File: config.mk
export PLATFORM = sky130hd
export DESIGN_NAME = mem_access
export DESIGN_NICKNAME = d
export VERILOG_FILES = /design/src/rtl/mem_access_pkg.sv /design/src/rtl/mem_access_load_align.sv /design/src/rtl/mem_access.sv
export SDC_FILE = /design/constraint.sdc
export NUM_CORES = 1
export LEC_CHECK = 0
export ABC_AREA = 1
export CAP_MARGIN = 20
export CORE_MARGIN = 5
export CORE_UTILIZATION = 48
export CTS_BUF_LIST = sky130_fd_sc_hd__clkbuf_8
export DETAILED_ROUTE_END_ITERATION = 12
export MAX_ROUTING_LAYER = met4
export PLACE_DENSITY = 0.88
export SLEW_MARGIN = 5
export SYNTH_ARGS = -nofsm -noshare
export SYNTH_HDL_FRONTEND = slang
export SYNTH_SLANG_ARGS = --single-unit
File: constraint.sdc
create_clock -name clk -period 3.4 [get_ports clk]
set_input_delay 0.51 -clock clk [delete_from_list [all_inputs] [get_ports clk]]
set_output_delay 0.51 -clock clk [all_outputs]
set_load 0.02 [all_outputs]
File: src/rtl/mem_access_pkg.sv
// mem_access_pkg: shared CPU widths, load/store opcodes, FSM states and lane helpers.
package mem_access_pkg;
    localparam int RegBus     = 32;
    localparam int RegAddrBus = 5;
    localparam int AluOpBus   = 8;

    localparam logic [AluOpBus-1:0] EXE_LB_OP  = 8'hE0;
    localparam logic [AluOpBus-1:0] EXE_LBU_OP = 8'hE4;
    localparam logic [AluOpBus-1:0] EXE_LH_OP  = 8'hE1;
    localparam logic [AluOpBus-1:0] EXE_LHU_OP = 8'hE5;
    localparam logic [AluOpBus-1:0] EXE_LW_OP  = 8'hE3;
    localparam logic [AluOpBus-1:0] EXE_SB_OP  = 8'hE8;
    localparam logic [AluOpBus-1:0] EXE_SH_OP  = 8'hE9;
    localparam logic [AluOpBus-1:0] EXE_SW_OP  = 8'hEB;

    localparam logic [RegAddrBus-1:0] NOPRegAddr = '0;
    localparam logic [RegBus-1:0]     ZeroWord   = '0;

    typedef enum logic [1:0] {IDLE = 2'd0, BUSY = 2'd1, DONE = 2'd2} state_t;

    function automatic logic is_load(input logic [AluOpBus-1:0] op);
        return op == EXE_LB_OP || op == EXE_LBU_OP || op == EXE_LH_OP || op == EXE_LHU_OP || op == EXE_LW_OP;
    endfunction

    function automatic logic is_store(input logic [AluOpBus-1:0] op);
        return op == EXE_SB_OP || op == EXE_SH_OP || op == EXE_SW_OP;
    endfunction

    function automatic logic is_byte(input logic [AluOpBus-1:0] op);
        return op == EXE_LB_OP || op == EXE_LBU_OP || op == EXE_SB_OP;
    endfunction

    function automatic logic is_half(input logic [AluOpBus-1:0] op);
        return op == EXE_LH_OP || op == EXE_LHU_OP || op == EXE_SH_OP;
    endfunction

    function automatic logic misaligned(input logic [AluOpBus-1:0] op, input logic [1:0] a);
        return (is_half(op) && a[0]) || ((op == EXE_LW_OP || op == EXE_SW_OP) && a != 2'b00);
    endfunction

    function automatic logic [3:0] lane_sel(input logic [AluOpBus-1:0] op, input logic [1:0] a);
        return is_byte(op) ? 4'b0001 << a : is_half(op) ? (a[1] ? 4'b1100 : 4'b0011) : 4'b1111;
    endfunction

    function automatic logic [RegBus-1:0] store_data(input logic [AluOpBus-1:0] op, input logic [RegBus-1:0] d);
        return is_byte(op) ? {4{d[7:0]}} : is_half(op) ? {2{d[15:0]}} : d;
    endfunction
endpackage

File: src/rtl/mem_access_load_align.sv
// mem_load_align: picks the addressed lane(s) from a read word and sign/zero-extends.
module mem_load_align
    import mem_access_pkg::*;
(
    input  logic [RegBus-1:0]   rdata,
    input  logic [1:0]          addr,
    input  logic [AluOpBus-1:0] aluop,
    output logic [RegBus-1:0]   value
);
    logic [7:0]  b;
    logic [15:0] h;

    always_comb begin
        b = rdata[{addr, 3'b000} +: 8];
        h = addr[1] ? rdata[31:16] : rdata[15:0];
        value = aluop == EXE_LB_OP  ? {{24{b[7]}}, b} :
                aluop == EXE_LBU_OP ? {24'h0, b} :
                aluop == EXE_LH_OP  ? {{16{h[15]}}, h} :
                aluop == EXE_LHU_OP ? {16'h0, h} : rdata;
    end
endmodule

File: src/rtl/mem_access.sv
// mem_access: MEM stage with a stalling IDLE/BUSY/DONE data-bus handshake.
module mem_access
    import mem_access_pkg::*;
(
    input  logic                  clk,
    input  logic                  rst,
    input  logic [RegAddrBus-1:0] ex_wd,
    input  logic                  ex_wreg,
    input  logic [RegBus-1:0]     ex_wdata,
    input  logic [AluOpBus-1:0]   ex_aluop,
    input  logic [RegBus-1:0]     ex_mem_addr,
    input  logic [RegBus-1:0]     ex_reg2,
    input  logic                  flush,
    output logic                  dbus_req,
    output logic                  dbus_we,
    output logic [RegBus-1:0]     dbus_addr,
    output logic [3:0]            dbus_sel,
    output logic [RegBus-1:0]     dbus_wdata,
    input  logic [RegBus-1:0]     dbus_rdata,
    input  logic                  dbus_ack,
    output logic [RegAddrBus-1:0] mem_wd,
    output logic                  mem_wreg,
    output logic [RegBus-1:0]     mem_wdata,
    output logic                  stallreq,
    output logic                  excpt_misalign
);
    state_t            state_q, state_d;
    logic              req_q, req_d, we_q, we_d, flush_q, flush_d;
    logic [RegBus-1:0] addr_q, addr_d, wdata_q, wdata_d, data_q, data_d, load_val;
    logic [3:0]        sel_q, sel_d;
    logic              is_mem;

    mem_load_align u_align (
        .rdata (dbus_rdata),
        .addr  (ex_mem_addr[1:0]),
        .aluop (ex_aluop),
        .value (load_val)
    );

    always_comb begin
        state_d = state_q;
        req_d = req_q;
        we_d = we_q;
        addr_d = addr_q;
        sel_d = sel_q;
        wdata_d = wdata_q;
        data_d = data_q;
        flush_d = flush_q;
        mem_wd = ex_wd;
        mem_wreg = ex_wreg;
        mem_wdata = ex_wdata;
        stallreq = 1'b0;
        excpt_misalign = 1'b0;
        is_mem = is_load(ex_aluop) || is_store(ex_aluop);
        if (state_q == IDLE) begin
            if (flush) begin
                mem_wreg = 1'b0;
            end else if (is_mem && misaligned(ex_aluop, ex_mem_addr[1:0])) begin
                mem_wreg = 1'b0;
                excpt_misalign = 1'b1;
            end else if (is_mem) begin
                mem_wreg = 1'b0;
                stallreq = 1'b1;
                req_d = 1'b1;
                we_d = is_store(ex_aluop);
                addr_d = {ex_mem_addr[31:2], 2'b00};
                sel_d = lane_sel(ex_aluop, ex_mem_addr[1:0]);
                wdata_d = store_data(ex_aluop, ex_reg2);
                state_d = BUSY;
            end
        end else if (state_q == BUSY) begin
            mem_wreg = 1'b0;
            stallreq = 1'b1;
            flush_d = flush_q || flush;
            if (dbus_ack) begin
                req_d = 1'b0;
                data_d = load_val;
                state_d = DONE;
            end
        end else begin
            // upstream is still stalled, so ex_* still describes the completing instruction
            mem_wdata = data_q;
            mem_wreg = is_load(ex_aluop) && !flush_q && !flush && ex_wreg;
            flush_d = 1'b0;
            state_d = IDLE;
        end
        if (!rst) begin
            mem_wd = NOPRegAddr;
            mem_wreg = 1'b0;
            mem_wdata = ZeroWord;
            stallreq = 1'b0;
            excpt_misalign = 1'b0;
        end
    end

    always_ff @(posedge clk or negedge rst) begin
        if (!rst) begin
            state_q <= IDLE;
            req_q <= 1'b0;
            we_q <= 1'b0;
            addr_q <= ZeroWord;
            sel_q <= 4'b0000;
            wdata_q <= ZeroWord;
            data_q <= ZeroWord;
            flush_q <= 1'b0;
        end else begin
            state_q <= state_d;
            req_q <= req_d;
            we_q <= we_d;
            addr_q <= addr_d;
            sel_q <= sel_d;
            wdata_q <= wdata_d;
            data_q <= data_d;
            flush_q <= flush_d;
        end
    end

    assign dbus_req = req_q;
    assign dbus_we = we_q;
    assign dbus_addr = addr_q;
    assign dbus_sel = sel_q;
    assign dbus_wdata = wdata_q;
endmodule

==> impl_metrics.csv, run 1 <==
group,metric,value,unit
drt,vias_per_cell,5.271,
setup_path,worstPathRequired,2.89,ns
grt,grt_antenna_before_repair,0,
setup_path,critPathMaxStageDelay,0.65,ns
setup_path,cp.arrival,2.58,ns
clock_network,clk_latency,0.39,ns
placement,dp.cells,1227,
clock_network,postCtsHoldBufs,0,
synthesis,mappedNetlistArea,5931,um^2
run_status,status,"complete, no violations",
floorplanning,start_util,49.17,%
floorplanning,io_pins,256,
synthesis,yosys_warnings,0,
timing,rsz0062_at_grt,"false",
floorplanning,row_count,40,
clock_network,clkTransAtPathRegs,0.11,ns
drt,num_vias,6552,
setup_path,cp-start-kind,"primary input",
placement,dp_slack,0.3244,ns
setup_path,path_buf_inv,3,
synthesis,ys_ff_latch,103,
drt,drt_wl_total,20.63,mm
synthesis,yosys.area.top_type_share,43.46,%
setup_path,end_kind,"primary output",
layout,fin_nets,1216,
timing,setup_violations,0,
layout,post-route-util,72.63,%
timing,final-max-slew-violation-count,0,
drt,wl_per_cell,16.60,um
timing,clock_skew,0.01208,ns
job,max_cap_violations,0,
layout,final_cell_area,8761,um^2
grt,grt_pass1_wl,31.89,mm
placement,gp_congestion,0.9459,
clock_network,cts-htree-levels,3,
pwr,vdd_drop_max,0.2925,mV
hold_path,hp-class,"primary input to asynchronous set/reset pin",
placement,hpwl,15.26,mm
timing,tightestPinTransition,0.8967,ns
timing,fin_ws,0.3106,ns
timing,fin_tns_setup,0,ns
synthesis,synthFlopType,"dfrtp_1",
pwr,power_density,460.1,nW/um^2
synthesis,yosysMostFrequentCell,"nand2_1",
setup_path,path_cells,"clkdlybuf4s50_1, inv_2, o211ai_4, nor2_1, nor2_4, nand2_1, a21oi_1, clkdlybuf4s50_1",
grt,grt_overflow,0,
timing,timing.hold.ws,0.1176,ns
pwr,finalPower,4.031,mW
placement,place_area,8563,um^2
synthesis,yosysTopAreaCell,"dfrtp_1",
clock_network,cts_buffer_depth,2,
layout,area_growth,47.72,%
pwr,p_leak,4.372,nW
setup_path,crit_path_top_delay_cell,"clkdlybuf4s50_1",
setup_path,critical_path_class,"primary input to primary output",
grt,grt_max_degree,63,
timing,period_share,90.87,%
drt,firstDrtPassIters,5,
layout,final_cells,1243,
timing,fmaxAchievable,323.7,MHz
floorplanning,fp.dieW,121.2,um
clock_network,numCtsBuffers,9,
setup_path,path_depth,8,
clock_network,cts_tree,"yes",
setup_path,critPathMaxFanout,10,
synthesis,ys_seq_area_share,43.46,%
synthesis,synth_edf_count,0,
timing,hold_viol_final,0,
synthesis,syn_inst,841,
layout,antenna_cells,0,
layout,drive_gt1_share,5.395,%
clock_network,cts.sinks,103,
setup_path,r2r_cells,5,
drt,ant_nets,0,
timing,period_needed,3.089,ns
setup_path,cpLargestDelayFamily,"buffers and inverters",
drt,drc,0,
synthesis,netlist_top_cells_count,"nand2_1 (302), dfrtp_1 (103), inv_1 (71)",
timing,relSlewSlack,39.96,%
drt,drt_iter0_markers,744,
clock_network,cts_setup_buffers,0,
setup_path,cpMostUsedCell,"clkdlybuf4s50_1",
clock_network,cts_resized,0,
floorplanning,dieArea,14680,um^2
synthesis,async_flop_share,100.0,%
synthesis,ys_types,29,
grt,track_usage,28.09,%
clock_network,cts-root-buf,"clkbuf_8",
floorplanning,coreArea,12060,um^2
synthesis,synth_area_leaders,"dfrtp_1 (43%), nand2_1 (19%), nand4_1 (5.3%)",
synthesis,synth.avg_cell_area,7.052,um^2
placement,portBuffers,253,
grt,grt_pass1_vias,6069,
floorplanning,die_h,121.2,um
## report_power, final
group,switching [mW],internal (mW)
clock network,0.494,0.289
logic,0.801,0.736
registers,0.156,1.56
## state kept, by name (all words and copies together) (netlist names)
register / cells
flush_q: 1
dbus_we: 1
dbus_sel: 4
dbus_wdata: 32
dbus_addr: 30
dbus_req: 1
state_q: 2
data_q: 32
## path summary, 6_finish.rpt
kind	slack, ns	endpoint	from
worst max-delay path	0.31	stallreq	ex_aluop[2]
worst min register to register	0.48	dbus_addr[13]	dbus_addr[13]
max in group asynchronous	2.38	dbus_wdata[7]	rst
worst max register to register	1.18	data_q[12]	state_q[1]
min in group clk	0.48	dbus_addr[13]	dbus_addr[13]
worst min-delay path	0.12	data_q[24]	rst
## placed cells by master, fill, tap and decap left out, types with 4 or more instances in the layout
master	count
nand2_1	302
clkdlybuf4s50_1	252
dfrtp_1	103
inv_1	71
o21ai_0	62
nand3_1	52
nand4_1	50
nor2_1	47
a21oi_1	35
buf_4	22
a22oi_1	16
nor3_1	9
clkbuf_8	9
a21boi_0	6
inv_2	5
nor2_4	5
o211ai_1	4
## final cells by class
| type | count | area, um^2 |
|---|---|---|
| Multi-Input combinational cell | 606 | 2803 |
| Inverter | 76 | 285.3 |
| Fill cell | 964 | 3301 |
| Clock inverter | 7 | 73.82 |
| Tap cell | 168 | 210.2 |
| Sequential cell | 103 | 2577 |
| Clock buffer | 9 | 123.9 |
| Timing Repair Buffer | 274 | 2688 |
## cell families (layout without fill, tap and decap cells)
| group | count (synthesis) | count (layout) | share of synthesized area [%] |
|---|---|---|---|
| and+or+nand+nor | 473 | 473 | 34.28 |
| buffers and inverters | 133 | 366 | 9.557 |
| other | 1 | 2 | 0.06323 |
| AOI/OAI and AO/OA | 131 | 131 | 12.64 |
| DFF | 103 | 103 | 43.46 |
## routing by layer
layer,GRT usage [%],share of wire [%],vias to the layer above
met5,-,0,-
met4,9.664,2.7,0
met3,4.009,7.5,40
met2,44.08,47,312
met1,37.69,43,3005
li1,-,-,3195
No activity file was read; power rests on OpenSTA's default activity.
==> run 2, diff against run 1 <==
CORE_UTILIZATION = 41   (was 48)
PLACE_DENSITY = 0.89   (was 0.88)
SLEW_MARGIN = default   (was 5)
==> impl_metrics.csv, run 2 (synthesized netlist as in run 1, its figures left out) <==
group,metric,value,unit
run_status,status,"complete, no violations",
setup_path,critPathMaxFanout,6,
timing,rsz0062_at_grt,"false",
placement,dp_slack,0.2842,ns
layout,antenna_cells,0,
clock_network,cts_buffer_depth,2,
pwr,vdd_drop_max,0.2260,mV
clock_network,cts.sinks,103,
layout,fin_nets,1217,
pwr,power_density,454.6,nW/um^2
drt,firstDrtPassIters,5,
floorplanning,dieArea,16970,um^2
placement,portBuffers,253,
grt,grt_antenna_before_repair,0,
timing,final-max-slew-violation-count,0,
clock_network,cts_resized,0,
clock_network,numCtsBuffers,9,
setup_path,r2r_cells,5,
floorplanning,fp.dieW,130.3,um
timing,tightestPinTransition,0.5900,ns
timing,fmaxAchievable,318.9,MHz
drt,ant_nets,0,
setup_path,critical_path_class,"primary input to primary output",
grt,track_usage,24.86,%
clock_network,postCtsHoldBufs,0,
timing,setup_violations,0,
floorplanning,start_util,41.27,%
job,max_cap_violations,0,
floorplanning,coreArea,14370,um^2
setup_path,cp.arrival,2.63,ns
layout,area_growth,48.06,%
layout,drive_gt1_share,5.483,%
drt,drt_wl_total,20.99,mm
layout,final_cell_mix,"nand2_1 (302), clkdlybuf4s50_1 (252), dfrtp_1 (103)",
setup_path,end_kind,"primary output",
setup_path,worstPathRequired,2.89,ns
floorplanning,io_pins,256,
pwr,p_leak,4.377,nW
floorplanning,row_count,44,
timing,fin_ws,0.2637,ns
clock_network,cts_tree,"yes",
timing,period_share,92.24,%
layout,layout_commonest_cell,"nand2_1",
hold_path,hp-class,"primary input to asynchronous set/reset pin",
setup_path,path_cells,"clkdlybuf4s50_1, nand4_1, nor2_4, nor2_2, nand2_1, nand4_1, a21oi_1, clkdlybuf4s50_1",
setup_path,r2r-start,"state_q[1]",
grt,grt_max_degree,67,
drt,vias_per_cell,5.187,
grt,grt_pass1_wl,32.44,mm
setup_path,crit_path_top_delay_cell,"clkdlybuf4s50_1",
drt,drc,0,
setup_path,r2r_end,"data_q[12]",
timing,relSlewSlack,60.56,%
clock_network,cts-root-buf,"clkbuf_8",
placement,hpwl,15.77,mm
timing,fin_tns_setup,0,ns
setup_path,r2r_slack,1.32,ns
clock_network,cts_setup_buffers,0,
drt,wl_per_cell,16.66,um
clock_network,cts-htree-levels,3,
clock_network,clk_latency,0.38,ns
placement,gp_congestion,0.9454,
timing,clock_skew,0.006691,ns
layout,num-fill-cells,1287,
timing,period_needed,3.136,ns
setup_path,cp-start-kind,"primary input",
drt,drt_iter0_markers,611,
clock_network,clkTransAtPathRegs,0.10,ns
drt,num_vias,6535,
grt,grt_pass1_vias,6258,
timing,hold_viol_final,0,
setup_path,critPathMaxStageDelay,0.66,ns
grt,grt_overflow,0,
floorplanning,die_h,130.3,um
[run 2: cell count changes in the layout (fill, tap and decap cells not counted), sizes merged]
cell and change:
buf +1
[run 2: layout make-up]
cell class                 count  area, um^2  area share [%]
timing repair buffer         275        2708           30.84
sequential                   103        2577           29.35
tap                          184       230.2           2.622
clock buffer                   9       123.9           1.411
inverter                      76       285.3           3.249
clock inverter                 7       53.80          0.6127
multi-input combinational    606        2803           31.92
[run 2: layer usage]
| metal | track usage (%) | share of wire [%] | vias to the layer above |
|---|---|---|---|
| li1 | - | - | 3196 |
| met4 | 10.82 | 3.7 | 0 |
| met3 | 4.257 | 7.5 | 50 |
| met5 | - | 0 | - |
| met1 | 31.98 | 42 | 3010 |
| met2 | 38.68 | 47 | 279 |
[run 2: report_power, final]
| group | internal [mW] | total (mW) | switching [mW] |
|---|---|---|---|
| combinational | 0.737 | 1.54 | 0.803 |
| clock | 0.274 | 0.741 | 0.467 |
| sequential | 1.56 | 1.71 | 0.155 |
| total | 2.57 | 3.99 | 1.42 |
[run 2: critical path: cells and delay by family]
kind	cells	cell delay, ns
compound gates	1	0.18
buf+inv	2	1.14
simple gates	5	0.79
[run 2: worst max path at each step]
stage          depth (start not counted)              to  slack (ns)   startpoint
3_5_place_dp                           8        mem_wreg        0.28  ex_aluop[5]
4_1_cts                                8        mem_wreg        0.28  ex_aluop[5]
6_report                               8        mem_wreg        0.26  ex_aluop[5]
2_1_floorplan                          9  excpt_misalign        1.11  ex_aluop[4]
3_3_place_gp                           6  excpt_misalign        0.35  ex_aluop[6]
5_1_grt                                8        mem_wreg        0.15  ex_aluop[6]
[run 2: stage by stage]
stage / instances / util (%) / hold slack [ns] / total power, mW / area (um^2)
6_report: 1260 / 61.11 / 0.1152 / 3.992 / 8781
5_1_grt: 1260 / 61.11 / 0.1462 / 4.226 / 8781
4_1_cts: 1260 / 61.11 / 0.1114 / 4.023 / 8781
3_5_place_dp: 1244 / 59.87 / 0.4575 / 3.283 / 8603
3_3_place_gp: 1244 / 59.87 / 0.4532 / 3.240 / 8603
2_1_floorplan: 842 / - / 0.2144 / 2.447 / 5934
